<file path="config.mk">
export PLATFORM = sky130hd
export DESIGN_NAME = load_store_unit
export DESIGN_NICKNAME = d
export VERILOG_FILES = /design/src/rtl/load_store_unit.sv
export SDC_FILE = /design/constraint.sdc
export NUM_CORES = 1
export LEC_CHECK = 0
export CORE_MARGIN = 10
export CORE_UTILIZATION = 25
export DETAILED_ROUTE_END_ITERATION = 7
export SLEW_MARGIN = 20
export SYNTH_ARGS = -nofsm -noshare
export SYNTH_HDL_FRONTEND = slang
export SYNTH_SLANG_ARGS = --single-unit
</file>
<file path="constraint.sdc">
create_clock -name clk -period 5.4 [get_ports clk]
set_clock_uncertainty 0.1 [all_clocks]
set_input_delay 1.35 -clock clk [delete_from_list [all_inputs] [get_ports clk]]
set_output_delay 1.35 -clock clk [all_outputs]
set_load 0.005 [all_outputs]
</file>
<file path="src/rtl/load_store_unit.sv">
// Load/store unit: turns byte/half/word requests into word-only memory accesses,
// using read-modify-write for sub-word stores and extending load data.
module load_store_unit #(
    parameter int MEM_WORDS = 256
) (
    input  logic        clk,
    input  logic        reset,
    input  logic        req_valid,
    output logic        req_ready,
    input  logic        req_we,
    input  logic [1:0]  req_size,
    input  logic        req_unsigned,
    input  logic [31:0] req_addr,
    input  logic [31:0] req_wdata,
    output logic        resp_valid,
    output logic [31:0] resp_rdata,
    output logic        resp_err,
    output logic [31:0] address,
    output logic [31:0] writedata,
    output logic        memwrite,
    output logic        memread,
    input  logic [31:0] readdata
);

    typedef enum logic [2:0] {IDLE, READ, LATCH, WRITE, RESP} state_t;

    state_t      state_reg;
    logic        we_reg;
    logic [1:0]  size_reg;
    logic        uns_reg;
    logic [1:0]  lane_reg;
    logic [15:0] wdata_reg;

    logic        req_err;
    logic [31:0] merged_word;
    logic [31:0] load_ext;
    logic [7:0]  lane_byte;
    logic [15:0] lane_half;

    assign req_ready = (state_reg == IDLE);
    assign memread   = (state_reg == READ);
    assign memwrite  = (state_reg == WRITE);

    assign req_err = (req_size == 2'b11)
                   || (req_size == 2'b01 && req_addr[0])
                   || (req_size == 2'b10 && req_addr[1:0] != 2'b00)
                   || ({2'b00, req_addr[31:2]} >= 32'(MEM_WORDS));

    // Per-lane merge: a lane takes store data when the access covers it,
    // otherwise it keeps what memory returned.
    generate
        for (genvar gi = 0; gi < 4; gi++) begin : g_lane
            logic lane_hit;
            always_comb begin
                case (size_reg)
                    2'b00:   lane_hit = (lane_reg == 2'(gi));
                    2'b01:   lane_hit = (lane_reg[1] == 1'(gi >> 1));
                    default: lane_hit = 1'b1;
                endcase
            end
            assign merged_word[8*gi +: 8] = !lane_hit ? readdata[8*gi +: 8] :
                                            (size_reg == 2'b01 && (gi % 2) == 1) ?
                                            wdata_reg[15:8] : wdata_reg[7:0];
        end
    endgenerate

    always_comb begin
        lane_byte = readdata[8*lane_reg +: 8];
        lane_half = lane_reg[1] ? readdata[31:16] : readdata[15:0];
        case (size_reg)
            2'b00:   load_ext = {{24{~uns_reg & lane_byte[7]}}, lane_byte};
            2'b01:   load_ext = {{16{~uns_reg & lane_half[15]}}, lane_half};
            default: load_ext = readdata;
        endcase
    end

    always_ff @(posedge clk or posedge reset) begin
        if (reset) begin
            state_reg  <= IDLE;
            we_reg     <= 1'b0;
            size_reg   <= 2'b00;
            uns_reg    <= 1'b0;
            lane_reg   <= 2'b00;
            wdata_reg  <= 16'h0;
            address    <= 32'h0;
            writedata  <= 32'h0;
            resp_valid <= 1'b0;
            resp_rdata <= 32'h0;
            resp_err   <= 1'b0;
        end else begin
            resp_valid <= 1'b0;
            resp_err   <= 1'b0;
            case (state_reg)
                IDLE: begin
                    if (req_valid) begin
                        we_reg     <= req_we;
                        size_reg   <= req_size;
                        uns_reg    <= req_unsigned;
                        lane_reg   <= req_addr[1:0];
                        wdata_reg  <= req_wdata[15:0];
                        address    <= {req_addr[31:2], 2'b00};
                        resp_rdata <= 32'h0;
                        if (req_err) begin
                            resp_valid <= 1'b1;
                            resp_err   <= 1'b1;
                            state_reg  <= RESP;
                        end else if (req_we && req_size == 2'b10) begin
                            writedata <= req_wdata;
                            state_reg <= WRITE;
                        end else begin
                            state_reg <= READ;
                        end
                    end
                end
                READ: state_reg <= LATCH;
                LATCH: begin
                    if (we_reg) begin
                        writedata <= merged_word;
                        state_reg <= WRITE;
                    end else begin
                        resp_rdata <= load_ext;
                        resp_valid <= 1'b1;
                        state_reg  <= RESP;
                    end
                end
                WRITE: begin
                    resp_valid <= 1'b1;
                    state_reg  <= RESP;
                end
                RESP:    state_reg <= IDLE;
                default: state_reg <= IDLE;
            endcase
        end
    end

endmodule

</file>
* Word-level counts from Yosys, hierarchy flattened *
Cells that the tools add are included.

operators by class
  shift operators = 1
  $mul = 0
  bitwise operators = 4
  eq/ne operators = 15
  divide/modulo/power cells = 0
  reduce and logical (&&, ||, !) cells = 14
  $lt $le $gt $ge = 1
  $add $sub $neg = 0
  muxes and demuxes = 29

operator list
  cell                                                                    count
  32-bit two-way mux                                                      6
  32-bit case mux with 2 select lines                                     3
  8-bit two-way mux                                                       5
  32-bit by 6-bit variable part select with 8-bit output                  1
  30-bit by 9-bit >= comparator with 1-bit output, second input constant  1
  16-bit two-way mux                                                      1
  3-bit case mux with 4 select lines                                      1
  3-bit two-way mux                                                       3
  2-bit == test, second input constant                                    4
  2-bit != test, second input constant                                    4
  1-bit case mux with 2 select lines                                      4
  2-bit by 1-bit == test with 1-bit output, second input constant         3
  3-bit by 2-bit == test with 1-bit output, second input constant         2
  5-bit AND reduction                                                     1
  2-bit zero test                                                         2
  1-bit two-way mux                                                       4
  2-bit nonzero test                                                      2
  3-bit by 1-bit == test with 1-bit output, second input constant         1
  1-bit logical AND                                                       3
  3-bit zero test                                                         1
  1-bit logical OR                                                        3
  1-bit case mux with 3 select lines                                      1
  3-bit AND reduction                                                     1
  1-bit bitwise AND                                                       2
  other kinds (4)                                                         5

word-level totals
  memory bits (writable) = 0
  memories kept = 0
  bits in read-only memories = 0
  flip-flop bits (word level) = 121
  bits in latches = 0
  input port bits = 103

* Longest topological paths before layout *
Gate-level depths: netlist of the first run.

  depth in word-level cells = 8
  gate-level depth with buffers = 9
  gate-level depth less buffers = 5

* Worst setup path before layout of the first run *
No wires, ideal clock.

  path type = in2reg
  start = input req_addr[13]
  end = register writedata[24]
  arrival time = 2.551 ns
  data required time = 5.172 ns
  cell stages on the path = 6
  setup slack = 2.621 ns
  library setup time = 0.128 ns
  path buffers = 1
  path through = nor4_1 > nand4_1 > nor2_1 > o211ai_1 > buf_2 > mux2_1

between the ends
  word-level cells in the longest chain between the ends = 4

ends and longest elaborated chain
  element                                          RTL line  source
  start: declaration                               13        input logic [31:0] req_addr,
  30-bit by 9-bit >= comparator with 1-bit output  47        || ({2'b00, req_addr[31:2]} >= 32'(MEM_WORDS));
  1-bit logical OR                                 47
  2-bit != test (no source line)                   --
  5-bit AND reduction (no source line)             --
  end signal: assignment                           108       writedata <= req_wdata;
  end signal: assignment                           118       writedata <= merged_word;
  end: declaration                                 19        output logic [31:0] writedata,

Every way passes these cells.
A chain may end at the register's enable or synchronous reset.

* Worst setup path in the final report of the first run *
  start = register state_reg[1]
  end = output req_ready

between the ends
  word-level cells in the longest chain between the ends = 1

ends and longest elaborated chain
  element                   RTL line  source
  start: declaration        27        state_t state_reg;
  start signal: assignment  79        state_reg <= IDLE;
  start signal: assignment  106       state_reg <= RESP;
  start signal: assignment  109       state_reg <= WRITE;
  3-bit zero test           40        assign req_ready = (state_reg == IDLE);
  end: declaration          9         output logic req_ready,

Every way passes these cells.

==> out/qor.csv, run 1 <==
stage,metric,value,unit
global_route,GRT overflow,0,
worst_setup_path,RR Startpoint,state_reg[1],
worst_setup_path,Reg2Reg Setup Slack,2.37,ns
worst_setup_path,R2R Path End,resp_rdata[17],
clocking,post-CTS setup buffers,0,
worst_setup_path,cell chain of the critical path,nor3_1 -> clkdlybuf4s50_1,
logic_synthesis,synth warn,0,
worst_setup_path,critical path type,reg2out,
logic_synthesis,most frequent cell after synthesis,nand2_1,
drt,routed length on met3,1578,um
floorplan,Core ar.,0.02285,mm2
worst_setup_path,stages on the worst setup path,2,
worst_setup_path,crit-path max FO,9,
global_route,first-pass GRT wire length,32190,um
worst_setup_path,max incr delay on CP,0.62,ns
drt,routed via count,4953,
drt,drt total wl,21110,um
floorplan,Die X-Extent,173.0,um
worst_setup_path,critical path startpoint category,flop,
drt,ANT nets after route,0,
worst_setup_path,Critical Path Start,state_reg[1],
worst_setup_path,worst reg-to-reg path cell count,5,
logic_synthesis,commonest cells in the netlist,"153 x nand2_1, 121 x dfrtp_1, 57 x mux2_2",
cells_and_area,layout cells sized above 1,0.1335,
worst_setup_path,CP max-delay cell,clkdlybuf4s50_1,
timing,RSZ-0062 raised after global routing,no,
timing,setup TNS,0,ns
cells_and_area,biggest regs,"resp_rdata: 32 flops, writedata: 32 flops, address: 30 flops",
hold_path,hold crit path type,reg2reg,
global_route,Total GRT Usage,0.1383,
power_and_ir_drop,share of total power in the clock network,0.449,
logic_synthesis,Post-Synthesis Cells,577,
placed_design,PortBufs,201,
timing,Tcrit/Tclk final,0.6212,
floorplan,Die H,173.0,um
logic_synthesis,post-synth top area share,0.5175,
placed_design,GP Congestion,0.7891,
logic_synthesis,synth unique cells,41,
placed_design,dpl hpwl,15930,um
timing,fin crit period,3.354,ns
timing,fin worst setup slack,2.046,ns
clocking,CTS Buf Count,17,
power_and_ir_drop,P per Cell Area,302.9,mW/mm2
global_route,pin count of the biggest net entering global routing,114,
logic_synthesis,"Primary FF master, synth",dfrtp_1,
clocking,clk_lat worst skew,0.42,ns
logic_synthesis,Post-synth EDFFs,0,
timing,"Slew Viols, Final",0,
logic_synthesis,largest family of logic cells by synthesized area,multiplexers,
clocking,clock buffer depth,2,
worst_setup_path,Critical path buffers and inverters,1,
timing,Final Hold Violating Endpoints,0,
drt,Routed WL per cell,19.31,um
cells_and_area,Final #Nets,869,
timing,Worst Hold Slack,0.3647,ns
logic_synthesis,post-synthesis sequential area ratio,0.5175,
logic_synthesis,ys async rst share,1.000,
cells_and_area,area growth from synthesis to layout,49.81,%
logic_synthesis,Avg Synthesized Cell Area,10.14,um2
floorplan,row cnt,55,
clocking,Clock Sinks,121,
placed_design,Setup WS pre-CTS,1.776,ns
drt,vias per inst,4.532,
drt,1st-pass router iterations,5,
global_route,number of global-route vias before repair,5216,
worst_setup_path,critical path required time,3.95,ns
floorplan,Initial Util,0.2561,
power_and_ir_drop,Psw,722.0,uW
logic_synthesis,xor/xnor share of the synthesized area,0,
logic_synthesis,Synth area leader,dfrtp_1,
clocking,CTS tree,built,
logic_synthesis,main area contributors after synthesis,"dfrtp_1 52%, mux2_2 11%, nand2_1 9.8%",
run_status,status,completed,
worst_setup_path,Crit. End Element,output port,
logic_synthesis,multiplexer share of the synthesized area,0.1854,
power_and_ir_drop,Int Pwr,1.933,mW
clocking,post-CTS sizing,0,
logic_synthesis,simple logic cell fraction of the synthesized area,0.1570,
drt,DR top layer,met4,
power_and_ir_drop,Seq pwr share,0.384,
logic_synthesis,Post-Synth Adder-Cell Area,0,
power_and_ir_drop,Worst VDD drop,0.1815,mV
hold_path,hold path cells,2,
timing,worst-margin pin slew,0.9860,ns
timing,f_max,0.2981,GHz
logic_synthesis,Post-Syn Area,0.005851,mm2
logic_synthesis,Compound-Gate Fraction of Synth Area,0.1050,
clocking,H-tree levels,4,
timing,number of setup violations in the final report,0,
hold_path,min-delay src,resp_rdata[5],
global_route,initial antenna violation count,0,
clocking,Root Buffer,clkbuf_16,
power_and_ir_drop,Combinational Power Share,0.167,
drt,DRT iter0 DRCs,397,
floorplan,full die area,0.02992,mm2
drt,Post-route DRC,0,
clocking,"CTS clk-pin slew, worst paths",0.06,ns
drt,Metal-1 WL,9385,um
worst_setup_path,CP Capture Point,req_ready,
power_and_ir_drop,total leakage power,3.990,nW
logic_synthesis,Yosys reg bits,121,
drt,WL met2,9963,um
worst_setup_path,"Data arrival, critical path",1.90,ns
clocking,hold_buf cts,0,
timing,relative slew slack,0.3420,
power_and_ir_drop,switching share of power,0.2720,
worst_setup_path,family with the most delay on the worst path,buffers and inverters,
flow_run,max_cap viols,0,
floorplan,Top Ports,204,
## cells by family (layout without fill, tap and decap cells)
family,Yosys count,count (layout)
flip-flops,121,121
other,1,3
buffers and inverters,43,244
AND/OR/NAND/NOR,215,215
multiplexers,101,101
AO/OA/AOI/OAI,96,96
## worst register-to-register path: stages, from the launching register on
cell and delay [ns]:
dfrtp_1 0.46, or3b_1 0.38, buf_4 0.25, nor2_2 0.79, or4b_1 0.81, nand2_1 0.17
## power by group through the flow
stage                     Clock, mW  Combinational (mW)  Sequential [mW]
after floorplan                   0               0.231             1.01
after global placement            0               0.449             1.03
after detailed placement          0               0.448             1.03
after CTS                      1.21               0.450             1.02
after global routing           1.26               0.486             1.03
final                          1.19               0.444             1.02
## placed cells by master (no fill, tap or decap), types with 8 or more instances in the layout
| master | synthesis | routed |
|---|---|---|
| a21oi_1 | 27 | 27 |
| a22oi_1 | 16 | 16 |
| clkbuf_16 | 0 | 17 |
| clkdlybuf4s50_1 | 0 | 201 |
| clkinvlp_4 | 0 | 8 |
| dfrtp_1 | 121 | 121 |
| mux2_2 | 57 | 57 |
| mux2i_1 | 42 | 42 |
| nand2_1 | 153 | 153 |
| nand2b_1 | 9 | 9 |
| nor2_1 | 25 | 24 |
| nor3b_1 | 8 | 8 |
| o21ai_0 | 28 | 28 |
## metal layers
metal	track usage	up-vias
met5	0	-
met3	0.05358	12
met2	0.2216	169
met4	0.03054	0
li1	-	2380
met1	0.1721	2392
## layout make-up
type	instances	area (um2)
fill	2320	14080
sequential	121	3028
multi-input combinational	414	2636
timing repair buffer	208	2077
clock buffer	18	439.2
tap	313	391.6
clock inverter	14	172.7
inverter	4	17.52
antenna	1	2.502
## through the flow
stage	util	cell area (um2)	power (mW)	instances
global route	0.3835	8762	2.774	1092
global placement	0.3564	8143	1.483	1060
floorplan	-	5854	1.242	578
detailed placement	0.3564	8143	1.483	1060
finish	0.3836	8765	2.655	1093
CTS	0.3832	8755	2.682	1092
## worst min path at each step
stage,to,slack [ns]
final,resp_rdata[5],0.36
after global routing,address[18],0.40
after CTS,resp_rdata[5],0.37
after detailed placement,resp_rdata[5],0.36
after global placement,resp_rdata[2],0.35
after floorplan,resp_rdata[0],0.36
No activity file was read; power rests on OpenSTA's default activity.
==> inputs of run 2 (changes only) <==
Clock period 5.4 ns to 3 ns, I/O delays scaled along.
==> run 2 against run 1 <==
Non-clock buffer count grew 13. Register-to-register slack got worse by 1.6 ns. Critical path depth unchanged. Worst hold slack improved by 0.0016 ns. Setup slack worse by 1.8 ns. Sequential power rose by 79%. Via count rose by 1.4%. Largest cell class unchanged. Final area increased by 1.1%. Global-route usage increased by 0.25 points. Die area unchanged. Core utilization is 0.43 points higher. First-iteration DRC count down 24%.
==> out/qor.csv, run 2 (synthesized netlist as in run 1, its figures left out) <==
stage,metric,value,unit
floorplan,full die area,0.02992,mm2
global_route,routing usage on met2,0.2207,
hold_path,min-delay src,resp_rdata[2],
clocking,H-tree levels,4,
hold_path,hold path cells,2,
timing,f_max,0.3692,GHz
timing,RSZ-0062 raised after global routing,no,
worst_setup_path,critical path startpoint category,flop,
timing,relative slew slack,0.5898,
worst_setup_path,Reg2Reg Setup Slack,0.73,ns
cells_and_area,diodes inserted,0,
cells_and_area,layout cells sized above 1,0.1452,
power_and_ir_drop,Seq pwr share,0.385,
drt,routed via count,5022,
cells_and_area,"commonest non-fill, non-tap cell in the layout",clkdlybuf4s50_1,
cells_and_area,Final Util,0.3879,
placed_design,GP Congestion,0.7860,
clocking,post-CTS setup buffers,0,
worst_setup_path,crit-path max FO,9,
timing,number of setup violations in the final report,0,
hold_path,Hold EP,resp_rdata[2],
cells_and_area,biggest regs,"resp_rdata: 32 flops, writedata: 32 flops, address: 30 flops",
worst_setup_path,Crit. End Element,output port,
power_and_ir_drop,share of total power in the clock network,0.440,
placed_design,dpl hpwl,16410,um
timing,Tcrit/Tclk final,0.9030,
run_status,status,completed,
worst_setup_path,RR Startpoint,state_reg[1],
global_route,number of global-route vias before repair,5299,
power_and_ir_drop,Int Pwr,3.483,mW
flow_run,max_cap viols,0,
drt,Post-route DRC,0,
worst_setup_path,critical path type,reg2out,
floorplan,Initial Util,0.2561,
worst_setup_path,R2R Path End,resp_rdata[17],
timing,worst-margin pin slew,0.6152,ns
clocking,hold_buf cts,0,
clocking,CTS Buf Count,17,
power_and_ir_drop,P per Cell Area,535.3,mW/mm2
floorplan,row cnt,55,
power_and_ir_drop,Combinational Power Share,0.175,
drt,drt total wl,21380,um
clocking,Root Buffer,clkbuf_16,
floorplan,Die H,173.0,um
global_route,met1 usage,0.1736,
cells_and_area,most frequent cells in the layout,"201 x clkdlybuf4s50_1, 153 x nand2_1, 121 x dfrtp_1",
power_and_ir_drop,Psw,1.261,mW
worst_setup_path,"Data arrival, critical path",1.86,ns
clocking,clk_lat worst skew,0.41,ns
global_route,pin count of the biggest net entering global routing,64,
drt,DRT iter0 DRCs,300,
clocking,"CTS clk-pin slew, worst paths",0.06,ns
worst_setup_path,cell chain of the critical path,nor3_1 -> clkdlybuf4s50_1,
power_and_ir_drop,switching share of power,0.2658,
clocking,post-CTS sizing,0,
drt,vias per inst,4.545,
power_and_ir_drop,Worst VDD drop,0.3058,mV
global_route,Total GRT Usage,0.1408,
floorplan,Core ar.,0.02285,mm2
clocking,CTS tree,built,
timing,fin crit period,2.709,ns
global_route,GRT overflow,0,
global_route,initial antenna violation count,0,
worst_setup_path,max incr delay on CP,0.61,ns
timing,"Slew Viols, Final",0,
placed_design,PortBufs,201,
timing,setup TNS,0,ns
hold_path,hold crit path type,reg2reg,
power_and_ir_drop,total leakage power,4.079,nW
worst_setup_path,critical path required time,2.15,ns
cells_and_area,area growth from synthesis to layout,51.48,%
global_route,grt peak-use layer,met2,
global_route,M3 GR Usage,0.06687,
drt,Routed WL per cell,19.35,um
drt,1st-pass router iterations,4,
worst_setup_path,worst reg-to-reg path cell count,4,
floorplan,Die X-Extent,173.0,um
global_route,first-pass GRT wire length,32800,um
floorplan,Top Ports,204,
clocking,Clock Sinks,121,
timing,Final Hold Violating Endpoints,0,
clocking,clock buffer depth,2,
drt,ANT nets after route,0,
cells_and_area,Final #Nets,882,
worst_setup_path,CP max-delay cell,clkdlybuf4s50_1,
run 2: cell types whose count changed in the layout (fill, tap and decap cells not counted), moves of 2 or more:
cell	before	now
clkinvlp_4	8	3
clkinv_4	0	2
clkinv_2	1	6
inv_6	2	0
buf_12	1	3
buf_4	6	17
run 2: worst max path at each step:
stage | from | end | cells after the start
final | state_reg[1] | req_ready | 2
after global routing | state_reg[1] | req_ready | 2
after CTS | state_reg[1] | req_ready | 2
after detailed placement | req_addr[29] | writedata[8] | 8
after global placement | req_addr[29] | writedata[24] | 8
after floorplan | reset | address[10] | 1
run 2: final cells by class:
class / count / area (um2)
Clock buffer: 19 / 442.9
Tap cell: 313 / 391.6
Inverter: 4 / 18.77
Fill cell: 2290 / 13980
Multi-Input combinational cell: 414 / 2629
Timing Repair Buffer: 221 / 2200
Clock inverter: 13 / 152.6
Sequential cell: 121 / 3028
run 2: power by group through the flow:
stage / combinational (mW) / clock, mW / sequential, mW
2_1_floorplan: 0.416 / 0 / 1.82
3_3_place_gp: 0.840 / 0 / 1.85
3_5_place_dp: 0.842 / 0 / 1.85
4_1_cts: 0.846 / 2.14 / 1.83
5_1_grt: 0.912 / 2.22 / 1.84
6_report: 0.831 / 2.09 / 1.83
run 2: worst max-delay path, delay by kind of cell (launching register included):
family                 cells  cell delay, ns
buffers and inverters      1            0.61
AND/OR/NAND/NOR            1            0.39
flip-flops                 1            0.46
run 2: metal layers:
| layer | part of all wire | wire length [um] |
|---|---|---|
| met3 | 0.090 | 1929 |
| met1 | 0.43 | 9286 |
| met5 | 0 | 0 |
| met2 | 0.47 | 10030 |
| met4 | 0.0063 | 135 |
run 2: metrics by stage:
stage,cells,cell area (um2),hold WS (ns),setup slack (ns),power (mW)
floorplan,578,5858,0.3628,0.6667,2.236
global placement,1073,8267,0.3509,0.1523,2.691
detailed placement,1073,8267,0.3595,0.1386,2.694
CTS,1105,8862,0.3729,0.2499,4.816
global route,1105,8862,0.3932,0.1222,4.974
finish,1105,8862,0.3663,0.2911,4.744
